[src/rtl/pwm_capture_pkg.sv]
// Shared PWM package: FSM state encoding and default sizing for a 25 MHz clock.
package pwm_capture_pkg;

    typedef enum logic [1:0] {
        ST_IDLE = 2'd0,
        ST_HIGH = 2'd1,
        ST_LOW  = 2'd2
    } pwm_state_e;

    // 25 clk cycles per tick gives 1 us resolution at 25 MHz
    localparam int PWM_PRESCALE_25MHZ = 25;
    localparam int PWM_W_DEFAULT      = 16;

endpackage

[src/rtl/pwm_capture_tick_gen.sv]
// Free-running prescaler: one-clk tick strobe every PRESCALE clks.
module tick_gen #(
    parameter int PRESCALE = 25
) (
    input  logic clk,
    input  logic rst_n,
    output logic tick
);

    localparam int CW = (PRESCALE > 1) ? $clog2(PRESCALE) : 1;
    localparam logic [CW-1:0] LAST = CW'(PRESCALE - 1);

    logic [CW-1:0] cnt_q, cnt_d;

    // wrap at terminal count; with PRESCALE=1 the counter sits at 0 and tick is constant 1
    always_comb begin
        cnt_d = cnt_q + 1'b1;
        if (cnt_q == LAST) cnt_d = '0;
    end

    // prescale counter register
    always_ff @(posedge clk or negedge rst_n) begin
        if (!rst_n) cnt_q <= '0;
        else        cnt_q <= cnt_d;
    end

    assign tick = (cnt_q == LAST);

endmodule

[src/rtl/pwm_capture.sv]
// PWM capture: measures period and high time of an async PWM input in prescaled ticks.
module pwm_capture
    import pwm_capture_pkg::*;
#(
    parameter int PRESCALE = PWM_PRESCALE_25MHZ,
    parameter int W        = PWM_W_DEFAULT,
    parameter int TIMEOUT  = 65535
) (
    input  logic         clk,
    input  logic         rst_n,
    input  logic         pwm_in,
    input  logic         clear,
    output logic [W-1:0] period_cnt,
    output logic [W-1:0] high_cnt,
    output logic         valid,
    output logic         timeout
);

    localparam logic [W-1:0] TO_LIM = W'(TIMEOUT);

    logic         tick;
    logic         sync1_q, sync2_q, sync3_q;
    logic         rise_q, fall_q;
    pwm_state_e   state_q, state_d;
    logic [W-1:0] per_ctr_q, per_ctr_d;
    logic [W-1:0] hi_ctr_q, hi_ctr_d;
    logic [W-1:0] period_q, period_d;
    logic [W-1:0] high_q, high_d;
    logic         valid_q, valid_d;
    logic         timeout_q, timeout_d;
    logic [W-1:0] start_val;

    tick_gen #(.PRESCALE(PRESCALE)) u_tick (
        .clk   (clk),
        .rst_n (rst_n),
        .tick  (tick)
    );

    function automatic logic [W-1:0] sat_inc(input logic [W-1:0] v);
        return (v == '1) ? v : v + 1'b1;
    endfunction

    // 2-FF synchronizer, third FF for edge detect, registered single-clk edge strobes
    always_ff @(posedge clk or negedge rst_n) begin
        if (!rst_n) begin
            sync1_q <= 1'b0;
            sync2_q <= 1'b0;
            sync3_q <= 1'b0;
            rise_q  <= 1'b0;
            fall_q  <= 1'b0;
        end else begin
            sync1_q <= pwm_in;
            sync2_q <= sync1_q;
            sync3_q <= sync2_q;
            rise_q  <= sync2_q & ~sync3_q;
            fall_q  <= ~sync2_q & sync3_q;
        end
    end

    // a tick landing on the opening rise belongs to the new interval
    assign start_val = {{(W-1){1'b0}}, tick};

    // measurement FSM: next state, counters, result capture and timeout
    always_comb begin
        state_d   = state_q;
        per_ctr_d = per_ctr_q;
        hi_ctr_d  = hi_ctr_q;
        period_d  = period_q;
        high_d    = high_q;
        valid_d   = 1'b0;
        timeout_d = timeout_q;
        if (clear) begin
            // clear wins over any edge in the same clk; results are kept
            state_d   = ST_IDLE;
            timeout_d = 1'b0;
        end else begin
            unique case (state_q)
                ST_IDLE: begin
                    if (rise_q) begin
                        per_ctr_d = start_val;
                        hi_ctr_d  = start_val;
                        state_d   = ST_HIGH;
                    end
                end
                ST_HIGH: begin
                    if (per_ctr_q >= TO_LIM) begin
                        timeout_d = 1'b1;
                        state_d   = ST_IDLE;
                    end else begin
                        if (tick) per_ctr_d = sat_inc(per_ctr_q);
                        if (fall_q)    state_d  = ST_LOW;
                        else if (tick) hi_ctr_d = sat_inc(hi_ctr_q);
                    end
                end
                ST_LOW: begin
                    if (per_ctr_q >= TO_LIM) begin
                        timeout_d = 1'b1;
                        state_d   = ST_IDLE;
                    end else if (rise_q) begin
                        period_d  = per_ctr_q;
                        high_d    = hi_ctr_q;
                        valid_d   = 1'b1;
                        timeout_d = 1'b0;
                        per_ctr_d = start_val;
                        hi_ctr_d  = start_val;
                        state_d   = ST_HIGH;
                    end else if (tick) begin
                        per_ctr_d = sat_inc(per_ctr_q);
                    end
                end
                default: state_d = ST_IDLE;
            endcase
        end
    end

    // FSM state, counters and result registers
    always_ff @(posedge clk or negedge rst_n) begin
        if (!rst_n) begin
            state_q   <= ST_IDLE;
            per_ctr_q <= '0;
            hi_ctr_q  <= '0;
            period_q  <= '0;
            high_q    <= '0;
            valid_q   <= 1'b0;
            timeout_q <= 1'b0;
        end else begin
            state_q   <= state_d;
            per_ctr_q <= per_ctr_d;
            hi_ctr_q  <= hi_ctr_d;
            period_q  <= period_d;
            high_q    <= high_d;
            valid_q   <= valid_d;
            timeout_q <= timeout_d;
        end
    end

    assign period_cnt = period_q;
    assign high_cnt   = high_q;
    assign valid      = valid_q;
    assign timeout    = timeout_q;

endmodule

[config.mk]
export PLATFORM = sky130hd
export DESIGN_NAME = pwm_capture
export DESIGN_NICKNAME = d
export VERILOG_FILES = /design/src/rtl/pwm_capture_pkg.sv /design/src/rtl/pwm_capture_tick_gen.sv /design/src/rtl/pwm_capture.sv
export SDC_FILE = /design/constraint.sdc
export NUM_CORES = 1
export LEC_CHECK = 0
export BUFFER_PORTS_ARGS = -buffer_cell sky130_fd_sc_hd__buf_2
export CAP_MARGIN = 20
export CORE_MARGIN = 4
export CORE_UTILIZATION = 53
export CTS_CLUSTER_SIZE = 24
export DETAILED_ROUTE_END_ITERATION = 8
export GPL_ROUTABILITY_DRIVEN = 0
export PLACE_DENSITY = 0.84
export SKIP_CTS_REPAIR_TIMING = 1
export SLEW_MARGIN = 25
export SYNTH_ARGS = -nofsm -noshare
export SYNTH_HDL_FRONTEND = slang
export SYNTH_HIERARCHICAL = 1
export SYNTH_SLANG_ARGS = --single-unit
[constraint.sdc]
create_clock -name clk -period 2.05 [get_ports clk]
set_input_delay 0.205 -clock clk [delete_from_list [all_inputs] [get_ports clk]]
set_output_delay 0.205 -clock clk [all_outputs]
set_load 0.02 [all_outputs]
Word-level counts from Yosys, hierarchy flattened
Cells that the tools add are included.
{"block": "totals", "reg_bits": 78, "wordCells": 74, "inputBits": 4, "output_inout_bits": 34}
{"block": "op_classes", "magnitude_cmp": 1, "eq_ne": 14, "muxes": 30, "reduce_logical": 7, "n_bitwise": 6, "addsub": 3}
{"operator": "16-bit two-way mux", "count": 12}
{"operator": "16-bit one-hot mux with 3 select lines", "count": 2}
{"operator": "16-bit by 1-bit adder with 16-bit output, second input constant", "count": 2}
{"operator": "16-bit == test, second input constant", "count": 2}
{"operator": "16-bit >= comparator, second input constant", "count": 1}
{"operator": "2-bit != test, second input constant", "count": 6}
{"operator": "2-bit two-way mux", "count": 5}
{"operator": "1-bit two-way mux", "count": 8}
{"operator": "4-bit != test, second input constant", "count": 2}
{"operator": "7-bit AND reduction", "count": 1}
{"operator": "2-bit one-hot mux with 3 select lines", "count": 1}
{"operator": "3-bit nonzero test", "count": 2}
{"operator": "5-bit by 1-bit adder with 5-bit output, second input constant", "count": 1}
{"operator": "5-bit == test, second input constant", "count": 1}
{"operator": "5-bit two-way mux", "count": 1}
{"operator": "5-bit AND reduction", "count": 1}
{"operator": "1-bit inverter", "count": 4}
{"operator": "4-bit AND reduction", "count": 1}
{"operator": "3-bit != test, second input constant", "count": 1}
{"operator": "3-bit AND reduction", "count": 1}
{"operator": "1-bit bitwise AND", "count": 2}
{"operator": "2-bit by 1-bit == test with 1-bit output, second input constant", "count": 1}
{"operator": "2-bit == test, second input constant", "count": 1}
{"operator": "2-bit zero test", "count": 1}
{"operator": "1-bit one-hot mux with 2 select lines", "count": 1}

Logic depth before layout (Yosys ltp)
Gate-level depths: netlist of run 1.
{"block": "depth", "word_depth": 6, "mapped_depth": 9, "mapped_depth_nobuf": 8}

Cells and area by module
The synthesis of run 1 kept the hierarchy.
{"mod": "pwm_capture", "n_inst": 1, "area_each_um2": 3577.2, "cells_each": 322, "seq_area_each_um2": 1826.8}
{"mod": "tick_gen", "n_inst": 1, "area_each_um2": 266.5, "cells_each": 24, "seq_area_each_um2": 125.1}

Least setup slack after synthesis of run 1
OpenSTA, ideal clock, no wires.
{"block": "synth_timing", "path_kind": "flip-flop to flip-flop", "start": "register per_ctr_q[0]", "end": "register hi_ctr_q[0]", "required_time_ps": 1925, "t_arrival_ps": 2118, "path_stages_with_launch": 8, "setup_time_ps": 125, "n_path_buf": 1, "path_slack_ps": -193, "synth_period_minus_slack_ps": 2243, "path_cell_list": "dfrtp_1 ha_1 nand4_2 or4_1 buf_4 o211ai_4 a21o_4 mux2_2"}
{"block": "synth_between", "elab_chain_len": 3, "elab_cells_between_ends": 4, "cone_classes": "order compare (1); eq/ne (2); reduce/logical (1)"}
{"item": "start, declared", "line": "pwm_capture.sv:25", "rtl": "logic [W-1:0] per_ctr_q, per_ctr_d;"}
{"item": "start signal, assigned", "line": "pwm_capture.sv:128", "rtl": "per_ctr_q <= per_ctr_d;"}
{"item": "16-bit >= comparator (*)", "line": "pwm_capture.sv:86, pwm_capture.sv:96"}
{"item": "2-bit != test (no source line)"}
{"item": "7-bit AND reduction (no source line) (*)"}
{"item": "end signal, assigned", "line": "pwm_capture.sv:129", "rtl": "hi_ctr_q <= hi_ctr_d;"}
{"item": "end, declared", "line": "pwm_capture.sv:26", "rtl": "logic [W-1:0] hi_ctr_q, hi_ctr_d;"}
Mark *: on every way between the ends. The rest lies on a longest branch, timed or not.
A chain may end at the register's enable or synchronous reset.

Worst setup path in the final report of run 1
{"block": "layout_timing", "start": "register per_ctr_q[10]", "end": "register hi_ctr_q[10]"}
Same word-level chain as after synthesis.

==> summary.md, run 1 <==
| Metric | Value |
|---|---|
| Yosys warns | `6` |
| First-pass GRT wire length | `14.36 mm` |
| Setup Crit Path Kind | `reg2reg` |
| Worst VDD drop | `432.9 uV` |
| Compound-Gate Fraction of Synth Area | `0.1097` |
| Max Used Layer | `met4` |
| Number of diodes | `0` |
| Area Overhead vs Synth | `26.86%` |
| Synthesized net count | `358` |
| Utilization after layout | `0.7060` |
| Synth top area share | `0.5078` |
| Final Max Tran Viols | `0` |
| Final nets | `450` |
| Via count | `3150` |
| Post-synth EDFFs | `0` |
| Status | `complete, no violations` |
| # setup viols final | `0` |
| XOR/XNOR Fraction of Synth Area | `0.01823` |
| PwrDens | `615.6 nW/um^2` |
| Clock sink count | `78` |
| Routed WL | `9.022 mm` |
| Post-synthesis simple-gate area fraction | `0.2035` |
| Total gr overflow | `0` |
| Top Ports | `38` |
| Global Route Usage Sum | `0.2080` |
| Initial core utilization | `0.5565` |
| Main combinational cell family by area after synthesis | `simple AND/OR/NAND/NOR gates` |
| Fraction of the cycle the final worst path needs | `0.9862` |
| Asr flop ratio synth | `1.000` |
| Multiplexer share of the synthesized area | `0.1022` |
| Core Rows | `30` |
| Share of cells above drive strength 1 | `0.3846` |
| Avg Inst Size Synth | `11.11 um^2` |
| Skew final | `8.568 ps` |
| Met3 WL | `399 um` |
| Vias in the first global route | `3133` |
| Final hold violations | `0` |
| Sequential share of the synthesized area | `0.5078` |
| Die W | `93.16 um` |
| Period minus WS final | `2022 ps` |
| F_max | `494.7 MHz` |
| WL/cell | `16.77 um` |
| Die ar. | `8679 um^2` |
| Initial DRC count | `195` |
| Final Non-Filler Cells | `538` |
| Worst skew pair latency | `350 ps` |
| DRC viols | `0` |
| Hold Path Class | `in2reg` |
| Clk pin slew, worst setup/hold paths | `80 ps` |
| CTS tree | `built` |
| WHS | `114.4 ps` |
| Worst slack, placed | `-166.1 ps` |
| Worst-margin pin slew | `473.9 ps` |
| Antenna viol nets, final | `0` |
| Worst setup margin | `28.38 ps` |
| Port Buffers | `37` |
| Yosys reg bits | `78` |
| Cts bufs inserted | `9` |
| Worst Path Max Fanout | `7` |
| Critical path endpoint category | `flip-flop` |
| P_leak | `2.412 nW` |
| Startpoint Class | `flip-flop` |
| Top_reg_cell synth | `dfrtp_1` |
| Synth Cell Area | `3844 um^2` |
| Placed cells | `512` |
| Synthesized-area fraction occupied by adder cells | `0.02604` |
| Detailed placement HPWL | `6.031 mm` |
| Max-cap viol count | `0` |
| Via density | `5.855` |
| Drt pass-1 iters | `4` |
| Data arrival, critical path | `2260 ps` |
| RSZ-0062 raised after global routing | `true` |
| DRT met1 WL | `3.819 mm` |
| Initial antenna violation count | `0` |
| Cell taking the most area after synthesis | `dfrtp_1` |
| Met2 WL post-DR | `4.543 mm` |
| CP Data Required Time | `2280 ps` |
| Largest net degree at the start of global routing | `44` |
| Root Driver | `clkbuf_8` |
| Unique cell type count in the Yosys netlist | `56` |
| H-tree depth | `3` |
| Max Buffers Root-to-Sink | `2` |
| CORE AREA | `6907 um^2` |
| Max-slew headroom | `0.6841` |
| Die Y | `93.16 um` |
| Synth Instances | `346` |
| Top post-synthesis cells by area | `dfrtp_1 51%, mux2_2 9.1%, nand3_1 2.7%` |
## placed cells by master, fill, tap and decap left out, types with 3 or more instances in the layout
cell type,instances
dfrtp_1,77
buf_4,47
buf_2,36
mux2_2,29
nor2_1,22
nand2_1,21
nand3_1,20
and3_1,12
inv_1,11
clkbuf_8,10
a21oi_1,9
a211o_1,8
o21ai_0,8
xnor2_1,7
nor3_1,6
nor4b_2,6
nand2b_1,6
nand4_1,5
buf_6,5
and2_1,4
a31oi_1,4
ha_1,4
nor2b_1,3
nor4_2,3
or3_1,3
a22o_1,3
o21ai_1,3
nor4_1,3
nor4b_1,3
mux2_1,3
ha_2,3
## power by group
| group | total [mW] | internal (mW) | switching, mW |
|---|---|---|---|
| combinational | 0.284 | 0.120 | 0.164 |
| clock | 1.12 | 0.585 | 0.538 |
| sequential | 1.59 | 1.56 | 0.0300 |
| total | 3.00 | 2.27 | 0.733 |
## per-layer routing
layer  GRT usage  up-vias
li1            -     1459
met1      0.2557     1568
met2      0.3407      100
met3     0.05873       23
met4     0.09402        0
met5           0        -
## layout make-up
type | instances | area, um^2
fill | 502 | 2031
sequential | 78 | 1953
multi-input combinational | 246 | 1923
timing repair buffer | 92 | 649.4
clock buffer | 11 | 141.4
tap | 96 | 120.1
clock inverter | 4 | 47.55
inverter | 11 | 41.29
## kinds of logic after synthesis
logic type / count (synthesis)
mux: 35
flops: 78
simple gates: 139
fa+ha+maj: 8
compound gates: 56
buf+inv: 22
xor+xnor: 8
## critical path, cell delays in order, from the launching register on
cell and delay (ps):
dfrtp_1 380, nand4_1 170, or4_4 610, o211ai_4 260, a21o_4 190, mux2_4 300
## registers in the layout, indices dropped and copies added (netlist names)
signal	cells
period_cnt	16
sync2_q	1
rise_q	1
state_q	2
hi_ctr_q	16
u_tick/cnt_q	5
fall_q	1
valid	1
sync1_q	1
timeout	1
sync3_q	1
per_ctr_q	16
high_cnt	16
## final timing paths
| check | startpoint | to | slack, ps | cells after the start |
|---|---|---|---|---|
| setup / recovery | per_ctr_q[10]$_DFFE_PN0P_ | hi_ctr_q[10]$_DFFE_PN0P_ | 30 | 5 |
| hold / removal | clear | state_q[1]$_DFFE_PN0P_ | 110 | 2 |
| setup reg to reg | per_ctr_q[10]$_DFFE_PN0P_ | hi_ctr_q[10]$_DFFE_PN0P_ | 30 | 5 |
| hold reg to reg | sync1_q$_DFF_PN0_ | sync2_q$_DFF_PN0_ | 350 | 0 |
| max in group asynchronous | rst_n | per_ctr_q[15]$_DFFE_PN0P_ | 1110 | 3 |
| min in group asynchronous | rst_n | u_tick/cnt_q[2]$_DFF_PN0_ | 350 | 2 |
## stage by stage
stage / setup TNS [ps] / instance area [um^2] / power, mW
final: 0 / 4876 / 3.002
after global routing: -553.8 / 4876 / 3.116
after CTS: -3029 / 4677 / 2.989
after detailed placement: -1904 / 4488 / 1.869
after global placement: -478.5 / 4488 / 1.861
after floorplan: -884.9 / 3906 / 1.760
## Yosys cell counts (7+ instances only)
master   count
inv_1       11
a211o_1      8
xnor2_1      7
mux2_2      31
dfrtp_1     78
ha_1         8
nand2_1     21
nor2_1      24
nor3_1       8
nor4b_1      9
a21oi_1      9
o21ai_0      9
and3_1      13
nand3_1     21
(Power assumes the default switching activity.)
==> run 2: changes to the inputs <==
Settings changed: CTS_BUF_LIST set to sky130_fd_sc_hd__clkbuf_16.
==> run 2 against run 1 <==
  * The run now ends with setup timing left
  * Critical path depth rose by 2
  * Sequential share of layout area is 0.53 points lower
  * Routed wire length is 4.6% higher
  * Worst hold slack improved by 4.2 ps
  * Critical path type unchanged
  * Critical endpoint is now per_ctr_q[15]$_DFFE_PN0P_
  * Highest routed layer unchanged
==> summary.md, run 2 (synthesis gave the netlist of run 1 again) <==
| Metric | Value |
|---|---|
| Total gr overflow | `0` |
| Worst skew pair latency | `340 ps` |
| Port Buffers | `37` |
| Most frequent cells in the layout | `77 x dfrtp_1, 39 x buf_4, 36 x buf_2` |
| Worst setup margin | `-63.16 ps` |
| P_leak | `2.433 nW` |
| Worst-margin pin slew | `489.9 ps` |
| Max Buffers Root-to-Sink | `2` |
| Final Non-Filler Cells | `532` |
| Core Rows | `30` |
| Max-cap viol count | `0` |
| Final Total Pwr | `3.403 mW` |
| Initial core utilization | `0.5565` |
| DRC viols | `0` |
| Met2 WL post-DR | `4.754 mm` |
| Area Overhead vs Synth | `28.55%` |
| Finished Cell Area | `4941 um^2` |
| Number of diodes | `0` |
| Initial DRC count | `248` |
| RSZ-0062 raised after global routing | `true` |
| Via count | `3198` |
| Largest net degree at the start of global routing | `44` |
| Share of cells above drive strength 1 | `0.3761` |
| Placed cells | `512` |
| Final hold violations | `0` |
| H-tree depth | `3` |
| Startpoint Class | `flip-flop` |
| Worst VDD drop | `571.0 uV` |
| F_max | `473.2 MHz` |
| # setup viols final | `5` |
| R2r setup slk | `-60 ps` |
| WL/cell | `17.73 um` |
| Fin Setup TNS | `-78.67 ps` |
| First-pass GRT wire length | `14.89 mm` |
| Failing checks | `setup timing` |
| Max-slew headroom | `0.6693` |
| Initial antenna violation count | `0` |
| Data arrival, critical path | `2370 ps` |
| Top Ports | `38` |
| CTS tree | `built` |
| DRT met1 WL | `3.861 mm` |
| CORE AREA | `6907 um^2` |
| Global Route Usage Sum | `0.2184` |
| Period minus WS final | `2113 ps` |
| Clk pin slew, worst setup/hold paths | `60 ps` |
| Critical path endpoint category | `flip-flop` |
| Setup Crit Path Kind | `reg2reg` |
| Max Used Layer | `met4` |
| Most common cell after layout, fill and taps aside | `dfrtp_1` |
| Hold Path Class | `in2reg` |
| Antenna viol nets, final | `0` |
| Cell Area, Placed | `4488 um^2` |
| Drt pass-1 iters | `4` |
| Met3 WL | `446 um` |
| Die Y | `93.16 um` |
| CP Data Required Time | `2310 ps` |
| Clock sink count | `78` |
| Die ar. | `8679 um^2` |
| Cts bufs inserted | `9` |
| Fraction of the cycle the final worst path needs | `1.031` |
| Status | `finished, violations left` |
| Skew final | `5.857 ps` |
| Routed WL | `9.434 mm` |
| Root Driver | `clkbuf_16` |
| Via density | `6.011` |
| Worst Path Max Fanout | `5` |
| PwrDens | `688.7 nW/um^2` |
| Final Max Tran Viols | `0` |
| Detailed placement HPWL | `6.031 mm` |
| Final nets | `444` |
| Utilization after layout | `0.7154` |
| Die W | `93.16 um` |
| Vias in the first global route | `3171` |
-- run 2: metrics by stage --
stage	hold slack (ps)	setup slack, ps
6_report	118.6	-63.16
5_1_grt	138.9	-62.73
4_1_cts	-163.0	-221.3
3_5_place_dp	193.2	-166.1
3_3_place_gp	190.2	-74.21
2_1_floorplan	-90.59	-56.88
-- run 2: path summary, 6_finish.rpt --
kind	startpoint	cells after the start	to
setup / recovery	per_ctr_q[3]$_DFFE_PN0P_	7	per_ctr_q[15]$_DFFE_PN0P_
hold / removal	clear	2	state_q[1]$_DFFE_PN0P_
setup reg to reg	per_ctr_q[3]$_DFFE_PN0P_	7	per_ctr_q[15]$_DFFE_PN0P_
hold reg to reg	sync1_q$_DFF_PN0_	0	sync2_q$_DFF_PN0_
max in group asynchronous	rst_n	3	per_ctr_q[15]$_DFFE_PN0P_
min in group asynchronous	rst_n	2	u_tick/cnt_q[2]$_DFF_PN0_
-- run 2: worst max-delay path, stage by stage (launching register included) --
cell and delay [ps]:
dfrtp_1 410, buf_4 170, nand3_1 140, nor3_1 430
nand4_1 240, buf_4 200, or3_1 310, a21oi_1 140
-- run 2: layout make-up --
cell class              instances  area, um^2
flip-flops and latches         78        1953
well taps                      96       120.1
clock inverters                 6       55.05
repair buffers                 86       611.8
clock buffers                   9       225.2
fillers                       485        1966
multi-input cells             246        1934
inverters                      11       41.29
-- run 2: per-layer routing --
metal,vias to the layer above,GRT usage
li1,1455,-
met5,-,0
met1,1589,0.2642
met4,0,0.1319
met2,123,0.3593
met3,31,0.04425
-- run 2: report_power, final --
| group | switching (mW) | internal, mW | total (mW) |
|---|---|---|---|
| clock network | 0.601 | 0.922 | 1.52 |
| logic | 0.165 | 0.116 | 0.281 |
| registers | 0.0319 | 1.57 | 1.60 |
| total | 0.797 | 2.61 | 3.40 |
==> run 3: changes to the inputs <==
Settings changed: BUFFER_PORTS_ARGS -buffer_cell sky130_fd_sc_hd__buf_2 to -buffer_cell sky130_fd_sc_hd__clkbuf_2.
==> run 3 against run 2 <==
  * The run still ends with setup timing left
  * Power decreased by 2.9%
  * Global-route usage about the same
  * Clock power decreased by 8%
  * Core utilization is 1.4 points higher
  * Die area is the same
  * Flip-flop and latch count did not move
  * Via count rose by 2.3%
  * Design area increased by 2.0%
  * Critical path type unchanged
  * Largest cell class is now multi-input combinational cells
  * Sequential power hardly changed
  * Clock-buffer cell count unchanged
==> summary.md, run 3 (synthesis gave the netlist of run 1 again) <==
| Metric | Value |
|---|---|
| Status | `finished, violations left` |
| Failing checks | `setup timing` |
| RSZ-0062 raised after global routing | `true` |
| Fraction of the cycle the final worst path needs | `1.022` |
| Die Y | `93.16 um` |
| Most Crowded Layer GR | `met2` |
| Most frequent cells in the layout | `78 x dfrtp_1, 52 x buf_4, 36 x clkbuf_2` |
| CP Data Required Time | `2320 ps` |
| Seq pwr share | `0.484` |
| WL/cell | `18.57 um` |
| Worst Path Max Fanout | `5` |
| Via count | `3271` |
| DRC viols | `0` |
| Final nets | `455` |
| Multi-input gate area | `1983 um^2` |
| Int Power | `2.495 mW` |
| Via density | `6.024` |
| M2 GR Usage | `0.3659` |
| P_leak | `2.472 nW` |
| F_max | `477.2 MHz` |
| Routed WL | `10.08 mm` |
| Final Max Tran Viols | `0` |
| Top Ports | `38` |
| Clk pin slew, worst setup/hold paths | `60 ps` |
| Net Sw Frac | `0.2452` |
| CTS tree | `built` |
| GR met1 Demand/Resource | `0.2689` |
| Initial antenna violation count | `0` |
| Detailed placement HPWL | `6.162 mm` |
| Fin Setup TNS | `-62.27 ps` |
| Startpoint Class | `flip-flop` |
| Sw Pwr | `0.8104 mW` |
| Worst-margin pin slew | `675.9 ps` |
| Die W | `93.16 um` |
| Comb pwr share | `0.093` |
| Clock sink count | `78` |
| Most common cell after layout, fill and taps aside | `dfrtp_1` |
| Data arrival, critical path | `2360 ps` |
| Global Route Usage Sum | `0.2188` |
| Initial DRC count | `275` |
| Share of cells above drive strength 1 | `0.3915` |
| # setup viols final | `2` |
| Setup Crit Path Kind | `reg2reg` |
| Final hold violations | `0` |
| First-pass GRT wire length | `15.06 mm` |
| Max-cap viol count | `0` |
| Worst setup margin | `-45.52 ps` |
| PwrDens | `655.9 nW/um^2` |
| Utilization after layout | `0.7297` |
| Drt pass-1 iters | `7` |
| Area Overhead vs Synth | `31.12%` |
| Worst skew pair latency | `340 ps` |
| Root Driver | `clkbuf_16` |
| Port Buffers | `37` |
| Final Non-Filler Cells | `543` |
| Number of diodes | `0` |
| Die ar. | `8679 um^2` |
| Placed cells | `514` |
| Final Total Pwr | `3.306 mW` |
| Initial core utilization | `0.5565` |
| Critical path endpoint category | `flip-flop` |
| Skew final | `5.782 ps` |
| Total gr overflow | `0` |
| Register area | `1952 um^2` |
| Grt met3 use | `0.04988` |
| Max-slew headroom | `0.5437` |
| Vias in the first global route | `3223` |
| Clk pwr share | `0.422` |
| H-tree depth | `3` |
| Largest net degree at the start of global routing | `43` |
| Hold Path Class | `in2reg` |
| Worst VDD drop | `681.0 uV` |
| # fillers | `465` |
| Cts bufs inserted | `9` |
| Period minus WS final | `2096 ps` |
| Max Buffers Root-to-Sink | `2` |
| Core Rows | `30` |
| Worst slack, placed | `-174.0 ps` |
| CORE AREA | `6907 um^2` |
| Antenna viol nets, final | `0` |
-- run 3: cell types whose count changed in the layout (fill, tap and decap cells not counted), sizes merged --
cell / before / now
buf: 84 / 59
clkinvlp: 1 / 2
clkbuf: 9 / 45
bufinv: 1 / 0
-- run 3: power by group through the flow --
stage / Combinational (mW) / Sequential, mW / Clock, mW
finish: 0.308 / 1.60 / 1.40
global route: 0.331 / 1.60 / 1.50
CTS: 0.249 / 1.60 / 1.42
detailed placement: 0.248 / 1.62 / 0
global placement: 0.238 / 1.62 / 0
floorplan: 0.135 / 1.63 / 0
-- run 3: final timing paths --
check | start | end | slack, ps | cells after the start
setup / recovery | u_tick/cnt_q[1]$_DFF_PN0_ | per_ctr_q[13]$_DFFE_PN0P_ | -50 | 8
hold / removal | clear | state_q[1]$_DFFE_PN0P_ | 120 | 2
setup reg to reg | u_tick/cnt_q[1]$_DFF_PN0_ | per_ctr_q[13]$_DFFE_PN0P_ | -50 | 8
hold reg to reg | sync1_q$_DFF_PN0_ | sync2_q$_DFF_PN0_ | 360 | 0
max in group asynchronous | rst_n | high_cnt[0]$_DFFE_PN0P_ | 1110 | 3
min in group asynchronous | rst_n | u_tick/cnt_q[2]$_DFF_PN0_ | 370 | 2
-- run 3: metrics by stage --
step,instance area (um^2),hold slack (ps)
floorplan,3906,-90.59
global route,5040,124.2
CTS,4760,-149.2
global placement,4503,202.5
finish,5040,118.3
detailed placement,4503,208.3
-- run 3: worst max-delay path, cell delays in order, from the launching register on --
cell	delay [ps]
dfrtp_1	390
inv_1	70
ha_2	170
and4b_2	290
buf_6	140
and3_4	180
nand4_1	210
or3_4	460
a21oi_2	120
-- run 3: routing by layer --
metal / share of wire / wire, um
met4: 0.041 / 414
met3: 0.052 / 524
met1: 0.38 / 3864
met2: 0.52 / 5278
met5: 0 / 0
-- run 3: final cells by class --
class	count	share of cell area
Multi-Input combinational cell	246	0.3935
Sequential cell	78	0.3873
Timing Repair Buffer	97	0.1363
Clock buffer	9	0.04469
Tap cell	96	0.02383
Inverter	11	0.008193
Clock inverter	6	0.006207
